<file path="config.mk">
export PLATFORM = sky130hd
export DESIGN_NAME = div_sched_flat
export DESIGN_NICKNAME = d
export VERILOG_FILES = /design/src/rtl/div_sched_if.sv /design/src/rtl/div_sched.sv /design/src/flat_wrapper.sv
export SDC_FILE = /design/constraint.sdc
export NUM_CORES = 1
export LEC_CHECK = 0
export CAP_MARGIN = 20
export CORE_AREA = 2 2 182 184
export DETAILED_ROUTE_END_ITERATION = 6
export DIE_AREA = 0 0 184 186
export PLACE_DENSITY = 0.56
export SYNTH_ARGS = -nofsm -noshare
export SYNTH_HDL_FRONTEND = slang
export SYNTH_SLANG_ARGS = --single-unit
export TNS_END_PERCENT = 10
</file>
<file path="constraint.sdc">
create_clock -name clk -period 6.81 [get_ports clk]
set_input_delay 1.0215 -clock clk [delete_from_list [all_inputs] [get_ports clk]]
set_output_delay 1.0215 -clock clk [all_outputs]
set_load 0.02 [all_outputs]
</file>
<file path="src/rtl/div_sched_if.sv">
// Requester/consumer bundle for the shared-divider scheduler: per-lane request
// handshake with packed operands, plus the single tagged response port.
interface div_sched_if #(
    parameter int DATA_W = 32,
    parameter int N_REQ  = 4
);
    localparam int ID_W = (N_REQ > 1) ? $clog2(N_REQ) : 1;

    logic [N_REQ-1:0]        req_valid;
    logic [N_REQ-1:0]        req_ready;
    logic [N_REQ-1:0]        req_sign;
    logic [N_REQ*DATA_W-1:0] req_dividend;
    logic [N_REQ*DATA_W-1:0] req_divisor;
    logic                    rsp_valid;
    logic                    rsp_ready;
    logic [ID_W-1:0]         rsp_id;
    logic [DATA_W-1:0]       rsp_quotient;
    logic [DATA_W-1:0]       rsp_remainder;
    logic                    rsp_div0;

    modport master (
        output req_valid, req_sign, req_dividend, req_divisor, rsp_ready,
        input  req_ready, rsp_valid, rsp_id, rsp_quotient, rsp_remainder, rsp_div0
    );

    modport slave (
        input  req_valid, req_sign, req_dividend, req_divisor, rsp_ready,
        output req_ready, rsp_valid, rsp_id, rsp_quotient, rsp_remainder, rsp_div0
    );
endinterface

</file>
<file path="src/rtl/div_sched.sv">
// Round-robin arbiter sharing one sequential divider; div_en the cycle after accept, response the cycle after div_done.
// req_ready only while idle (one grant in flight); the response is held stable until rsp_ready.
module div_sched #(
    parameter int DATA_W = 32,
    parameter int N_REQ  = 4
) (
    input  logic              clk,
    input  logic              rst_n,
    div_sched_if.slave        bus,
    output logic              div_en,
    output logic              div_sign,
    output logic [DATA_W-1:0] div_dividend,
    output logic [DATA_W-1:0] div_divisor,
    input  logic              div_done,
    input  logic [DATA_W-1:0] div_quotient,
    input  logic [DATA_W-1:0] div_remainder
);
    localparam int ID_W = (N_REQ > 1) ? $clog2(N_REQ) : 1;

    typedef enum logic [1:0] {
        IDLE = 2'd0,
        RUN  = 2'd1,
        RESP = 2'd2
    } state_t;

    state_t            state;
    state_t            state_nxt;
    logic [ID_W-1:0]   last_q;
    logic [ID_W-1:0]   id_q;
    logic              sign_q;
    logic [DATA_W-1:0] dvd_q;
    logic [DATA_W-1:0] dvs_q;
    logic [DATA_W-1:0] quo_q;
    logic [DATA_W-1:0] rem_q;
    logic              div0_q;

    logic              gnt_found;
    logic [ID_W-1:0]   gnt_idx;
    logic [ID_W-1:0]   cand_idx;
    int                cand;
    logic              sel_sign;
    logic [DATA_W-1:0] sel_dvd;
    logic [DATA_W-1:0] sel_dvs;
    logic              sel_zero;

    // Search starts one past the previous winner so every lane gets a turn.
    always_comb begin
        gnt_found = 1'b0;
        gnt_idx   = '0;
        cand      = 0;
        cand_idx  = '0;
        for (int i = 1; i <= N_REQ; i++) begin
            cand = int'(last_q) + i;
            if (cand >= N_REQ) begin
                cand = cand - N_REQ;
            end
            cand_idx = ID_W'(cand);
            if (!gnt_found && bus.req_valid[cand_idx]) begin
                gnt_found = 1'b1;
                gnt_idx   = cand_idx;
            end
        end
    end

    assign sel_sign = bus.req_sign[gnt_idx];
    assign sel_dvd  = bus.req_dividend[int'(gnt_idx)*DATA_W +: DATA_W];
    assign sel_dvs  = bus.req_divisor[int'(gnt_idx)*DATA_W +: DATA_W];
    assign sel_zero = (sel_dvs == '0);

    always_ff @(posedge clk) begin
        if (!rst_n) begin
            state <= IDLE;
        end else begin
            state <= state_nxt;
        end
    end

    always_comb begin
        state_nxt = state;
        case (state)
            IDLE: begin
                if (gnt_found) begin
                    state_nxt = sel_zero ? RESP : RUN;
                end
            end
            RUN: begin
                if (div_done) begin
                    state_nxt = RESP;
                end
            end
            RESP: begin
                if (bus.rsp_ready) begin
                    state_nxt = IDLE;
                end
            end
            default: state_nxt = IDLE;
        endcase
    end

    always_comb begin
        bus.req_ready = '0;
        div_en        = 1'b0;
        bus.rsp_valid = 1'b0;
        case (state)
            IDLE: begin
                if (gnt_found) begin
                    bus.req_ready[gnt_idx] = 1'b1;
                end
            end
            RUN:     div_en        = 1'b1;
            RESP:    bus.rsp_valid = 1'b1;
            default: ;
        endcase
    end

    // A zero divisor never reaches the divider; its fixed result is loaded at grant time.
    always_ff @(posedge clk) begin
        if (!rst_n) begin
            last_q <= ID_W'(N_REQ - 1);
            id_q   <= '0;
            sign_q <= 1'b0;
            dvd_q  <= '0;
            dvs_q  <= '0;
            quo_q  <= '0;
            rem_q  <= '0;
            div0_q <= 1'b0;
        end else begin
            case (state)
                IDLE: begin
                    if (gnt_found) begin
                        last_q <= gnt_idx;
                        id_q   <= gnt_idx;
                        sign_q <= sel_sign;
                        dvd_q  <= sel_dvd;
                        dvs_q  <= sel_dvs;
                        if (sel_zero) begin
                            quo_q  <= '1;
                            rem_q  <= sel_dvd;
                            div0_q <= 1'b1;
                        end
                    end
                end
                RUN: begin
                    if (div_done) begin
                        quo_q  <= div_quotient;
                        rem_q  <= div_remainder;
                        div0_q <= 1'b0;
                    end
                end
                default: ;
            endcase
        end
    end

    assign div_sign          = sign_q;
    assign div_dividend      = dvd_q;
    assign div_divisor       = dvs_q;
    assign bus.rsp_id        = id_q;
    assign bus.rsp_quotient  = quo_q;
    assign bus.rsp_remainder = rem_q;
    assign bus.rsp_div0      = div0_q;
endmodule

</file>
<file path="src/flat_wrapper.sv">
// flat-port wrapper written by rule: the top's interface ports become plain ports
module div_sched_flat 
#(
    parameter int DATA_W = 32,
    parameter int N_REQ  = 4
)
  (clk, rst_n, div_en, div_sign, div_dividend, div_divisor, div_done, div_quotient, div_remainder, bus_req_valid, bus_req_sign, bus_req_dividend, bus_req_divisor, bus_rsp_ready, bus_req_ready, bus_rsp_valid, bus_rsp_id, bus_rsp_quotient, bus_rsp_remainder, bus_rsp_div0);
  div_sched_if #(.DATA_W(DATA_W), .N_REQ(N_REQ)) bus_i ();
  input  logic clk;
  input  logic rst_n;
  output logic div_en;
  output logic div_sign;
  output logic [DATA_W-1:0] div_dividend;
  output logic [DATA_W-1:0] div_divisor;
  input  logic div_done;
  input  logic [DATA_W-1:0] div_quotient;
  input  logic [DATA_W-1:0] div_remainder;
  input wire logic [$bits(bus_i.req_valid)-1:0] bus_req_valid;
  input wire logic [$bits(bus_i.req_sign)-1:0] bus_req_sign;
  input wire logic [$bits(bus_i.req_dividend)-1:0] bus_req_dividend;
  input wire logic [$bits(bus_i.req_divisor)-1:0] bus_req_divisor;
  input wire logic [$bits(bus_i.rsp_ready)-1:0] bus_rsp_ready;
  output wire logic [$bits(bus_i.req_ready)-1:0] bus_req_ready;
  output wire logic [$bits(bus_i.rsp_valid)-1:0] bus_rsp_valid;
  output wire logic [$bits(bus_i.rsp_id)-1:0] bus_rsp_id;
  output wire logic [$bits(bus_i.rsp_quotient)-1:0] bus_rsp_quotient;
  output wire logic [$bits(bus_i.rsp_remainder)-1:0] bus_rsp_remainder;
  output wire logic [$bits(bus_i.rsp_div0)-1:0] bus_rsp_div0;
  assign bus_i.req_valid = bus_req_valid;
  assign bus_i.req_sign = bus_req_sign;
  assign bus_i.req_dividend = bus_req_dividend;
  assign bus_i.req_divisor = bus_req_divisor;
  assign bus_i.rsp_ready = bus_rsp_ready;
  assign bus_req_ready = bus_i.req_ready;
  assign bus_rsp_valid = bus_i.rsp_valid;
  assign bus_rsp_id = bus_i.rsp_id;
  assign bus_rsp_quotient = bus_i.rsp_quotient;
  assign bus_rsp_remainder = bus_i.rsp_remainder;
  assign bus_rsp_div0 = bus_i.rsp_div0;
  div_sched #(.DATA_W(DATA_W), .N_REQ(N_REQ)) u_core (.clk(clk), .rst_n(rst_n), .bus(bus_i), .div_en(div_en), .div_sign(div_sign), .div_dividend(div_dividend), .div_divisor(div_divisor), .div_done(div_done), .div_quotient(div_quotient), .div_remainder(div_remainder));
endmodule
</file>
==> qor.txt <==
cell repeated most along the worst path -> clkdlybuf4s50_1
CP max FO -> 25
clock buffer depth -> 2
Layout Nets -> 1747
Area Overhead vs Synth -> 72.9%
WL final -> 38700 µm
Crit. Startpoint -> bus_req_valid[2]
crit-path max cell delay -> 630 ps
CTS tree -> done
die area -> 34200 µm²
status -> finished clean
Pwr Total -> 0.00322 W
ANT cells -> 0
worst min-delay path startpoint -> u_core.div_dividend[17]
Setup CP Type -> in2out
total number of vias -> 9153
CP endpoint kind -> output pin
post-cts sizing count -> 0
DRC errors left -> 0
TNS Setup -> 0 ps
Die Y -> 186 µm
Clk pin slew, worst setup/hold paths -> 70 ps
type of origin of the critical path -> input port
worst skew pair latency -> 420 ps
Hold Buf Count CTS -> 0
CP bufs+invs -> 4
FF-to-FF Start -> u_core.last_q[0]
final worst slack -> 1960 ps
fin crit share -> 71.2%
Via-to-Cell Ratio -> 4.99
critical path arrival -> 3820 ps
die span in x -> 184 µm
post-synthesis net count -> 1342
fmax -> 0.206 GHz
min Tclk post-route -> 4850 ps
Tot GR Track Use -> 21.4%
Ys Warns -> 0
first-pass GRT wire length -> 55100 µm
Mean Syn Cell Area -> 7.63 µm²
layout cells sized above 1 -> 4.90%
DR WL/cell -> 21.1 µm
Unique masters post-synth -> 38
pin count of the biggest net entering global routing -> 75
Slew headroom -> 45.7%
IO buf count -> 469
post-DP HPWL -> 28800 µm
CP cell instances -> clkdlybuf4s50_1, inv_1, a221o_1, a21oi_4, buf_4, and3_1, clkdlybuf4s50_1
Placement Setup Slack -> 1260 ps
worst slew pin tran -> 815 ps
total grt overflow -> 0
Setup-failing EPs final -> 0
routability-driven placement congestion ratio -> 0.929
TritonRoute pass-1 iters -> 5
Fin. Hold Viols -> 0
RSZ-0062 raised after global routing -> false
Synth Register Bits -> 136
DR iter-0 viols -> 439
Critical Path RT -> 5790 ps
# rows -> 66
initial antenna violation count -> 1
Max IR drop VDD -> 0.166 mV
cells after synthesis -> 1010
antenna-violating nets left -> 0
CTS root buffer -> clkbuf_16
MaxCap Viol Count -> 0
max-slew violation total from the final report -> 0
Netlist Area Pre-Place -> 7710 µm²
initial core utilization -> 23.9%
Post-Route Skew -> 12.4 ps
worst reg-to-reg setup slack -> 2840 ps
part of the Yosys area used for sequential elements -> 35.3%
P_leak -> 5.01 nW
H-tree depth -> 4
slowest CP cell -> a21oi_4
clk sinks -> 136
postcts setup bufs -> 0
power per standard cell area -> 241 nW/µm²
Largest delay share family, worst path -> buffers and inverters
Hold Path Class -> reg2reg
I/O pin cnt -> 470
vias in the first global route -> 8859
CTS buffer count -> 17
core area -> 32200 µm²
tightest hold or removal path: stages (launching register included):
cell,delay (ps)
dfxtp_1,310
nand2_1,50
a21oi_1,50
routing by layer:
| metal | vias to the layer above | routed length (µm) | global-route usage (%) |
|---|---|---|---|
| met3 | 46 | 3100 | 6.20 |
| met4 | 2 | 1030 | 7.14 |
| met5 | - | 13 | 0 |
| met2 | 375 | 19400 | 39.0 |
| li1 | 4449 | - | - |
| met1 | 4281 | 15100 | 23.9 |
flip-flops by register name, summed over array words and instances (netlist names):
signal / flops
u_core.div_divisor: 32
u_core.last_q: 2
u_core.bus.rsp_div0: 1
u_core.bus.rsp_quotient: 32
u_core.bus.rsp_remainder: 32
u_core.div_dividend: 32
u_core.div_sign: 1
u_core.bus.rsp_id: 2
u_core.state: 2
kinds of logic (layout without fill, tap and decap cells):
family          Yosys count  in the layout  share of synthesized area (%)
mux                      45             45                           5.89
compound gates          308            308                           28.5
simple gates            417            417                           24.7
buf+inv                 104            522                           5.57
flops                   136            136                           35.3
cells in the final DEF, fill, tap and decap left out, drive strengths merged, types with 32 or more instances in the layout:
cell type	instances
a21oi	103
a211oi	96
mux2i	42
nand2	225
nand2b	35
o221a	33
and2	59
nor2	49
clkdlybuf4s50	469
a31oi	32
dfxtp	136
final cells by class:
| type | instances | area, µm² |
|---|---|---|
| Inverter | 4 | 16.3 |
| Fill cell | 3285 | 18900 |
| Tap cell | 408 | 510 |
| Clock inverter | 14 | 184 |
| Sequential cell | 136 | 2720 |
| Multi-Input combinational cell | 770 | 4620 |
| Clock buffer | 18 | 439 |
| Timing Repair Buffer | 486 | 4840 |
worst paths after layout:
path | end | cells past startpoint
max | bus_req_ready[2] | 7
min reg2reg | u_core.div_dividend[17] | 2
max reg2reg | u_core.bus.rsp_quotient[28] | 9
min | u_core.div_dividend[17] | 2
report_power, final:
group          switching (W)  internal [W]
Sequential         0.0000537      0.000896
Combinational       0.000685      0.000572
Clock               0.000416      0.000596
Total                0.00116       0.00206
cell usage after synthesis:
cell type  count  area (µm²)
nand2_1      225         845
dfxtp_1      136        2720
a21oi_1      103         515
a211oi_1      95         713
clkbuf_1      78         293
and2_1        53         332
nor2_1        49         184
mux2i_1       42         420
nand2b_1      35         219
a31oi_1       32         200
o221a_1       26         293
a311oi_1      25         219
nor3_1        14        70.1
buf_2         13        65.1
nor4_1        12        75.1
nand3_1        7        35.0
o221a_2        7        78.8
and2_0         6        37.5
buf_1          6        22.5
o211ai_1       6        45.0
nand4_1        5        31.3
o21a_1         4        30.0
or4_1          4        30.0
a211o_1        3        26.3
buf_6          3        33.8
inv_1          3        11.3
mux2_2         3        33.8
and3_1         2        12.5
nor2b_1        2        12.5
o21ai_0        2        10.0
or3_1          2        12.5
a211oi_4       1        20.0
a221o_1        1        10.0
a221oi_1       1        8.76
a22o_4         1        17.5
inv_2          1        3.75
nor3b_2        1        12.5
o211a_1        1        10.0
per-stage QoR:
| step | hold WS (ps) | instances | instance area, µm² | util (%) |
|---|---|---|---|---|
| after global placement | 440 | 1803 | 12700 | 39.4 |
| final | 455 | 1836 | 13300 | 41.4 |
| after CTS | 455 | 1835 | 13300 | 41.3 |
| after global routing | 472 | 1836 | 13300 | 41.4 |
| after floorplan | 517 | 1010 | 7710 | - |
| after detailed placement | 446 | 1803 | 12700 | 39.4 |
Power figures use the tool's default switching activity.
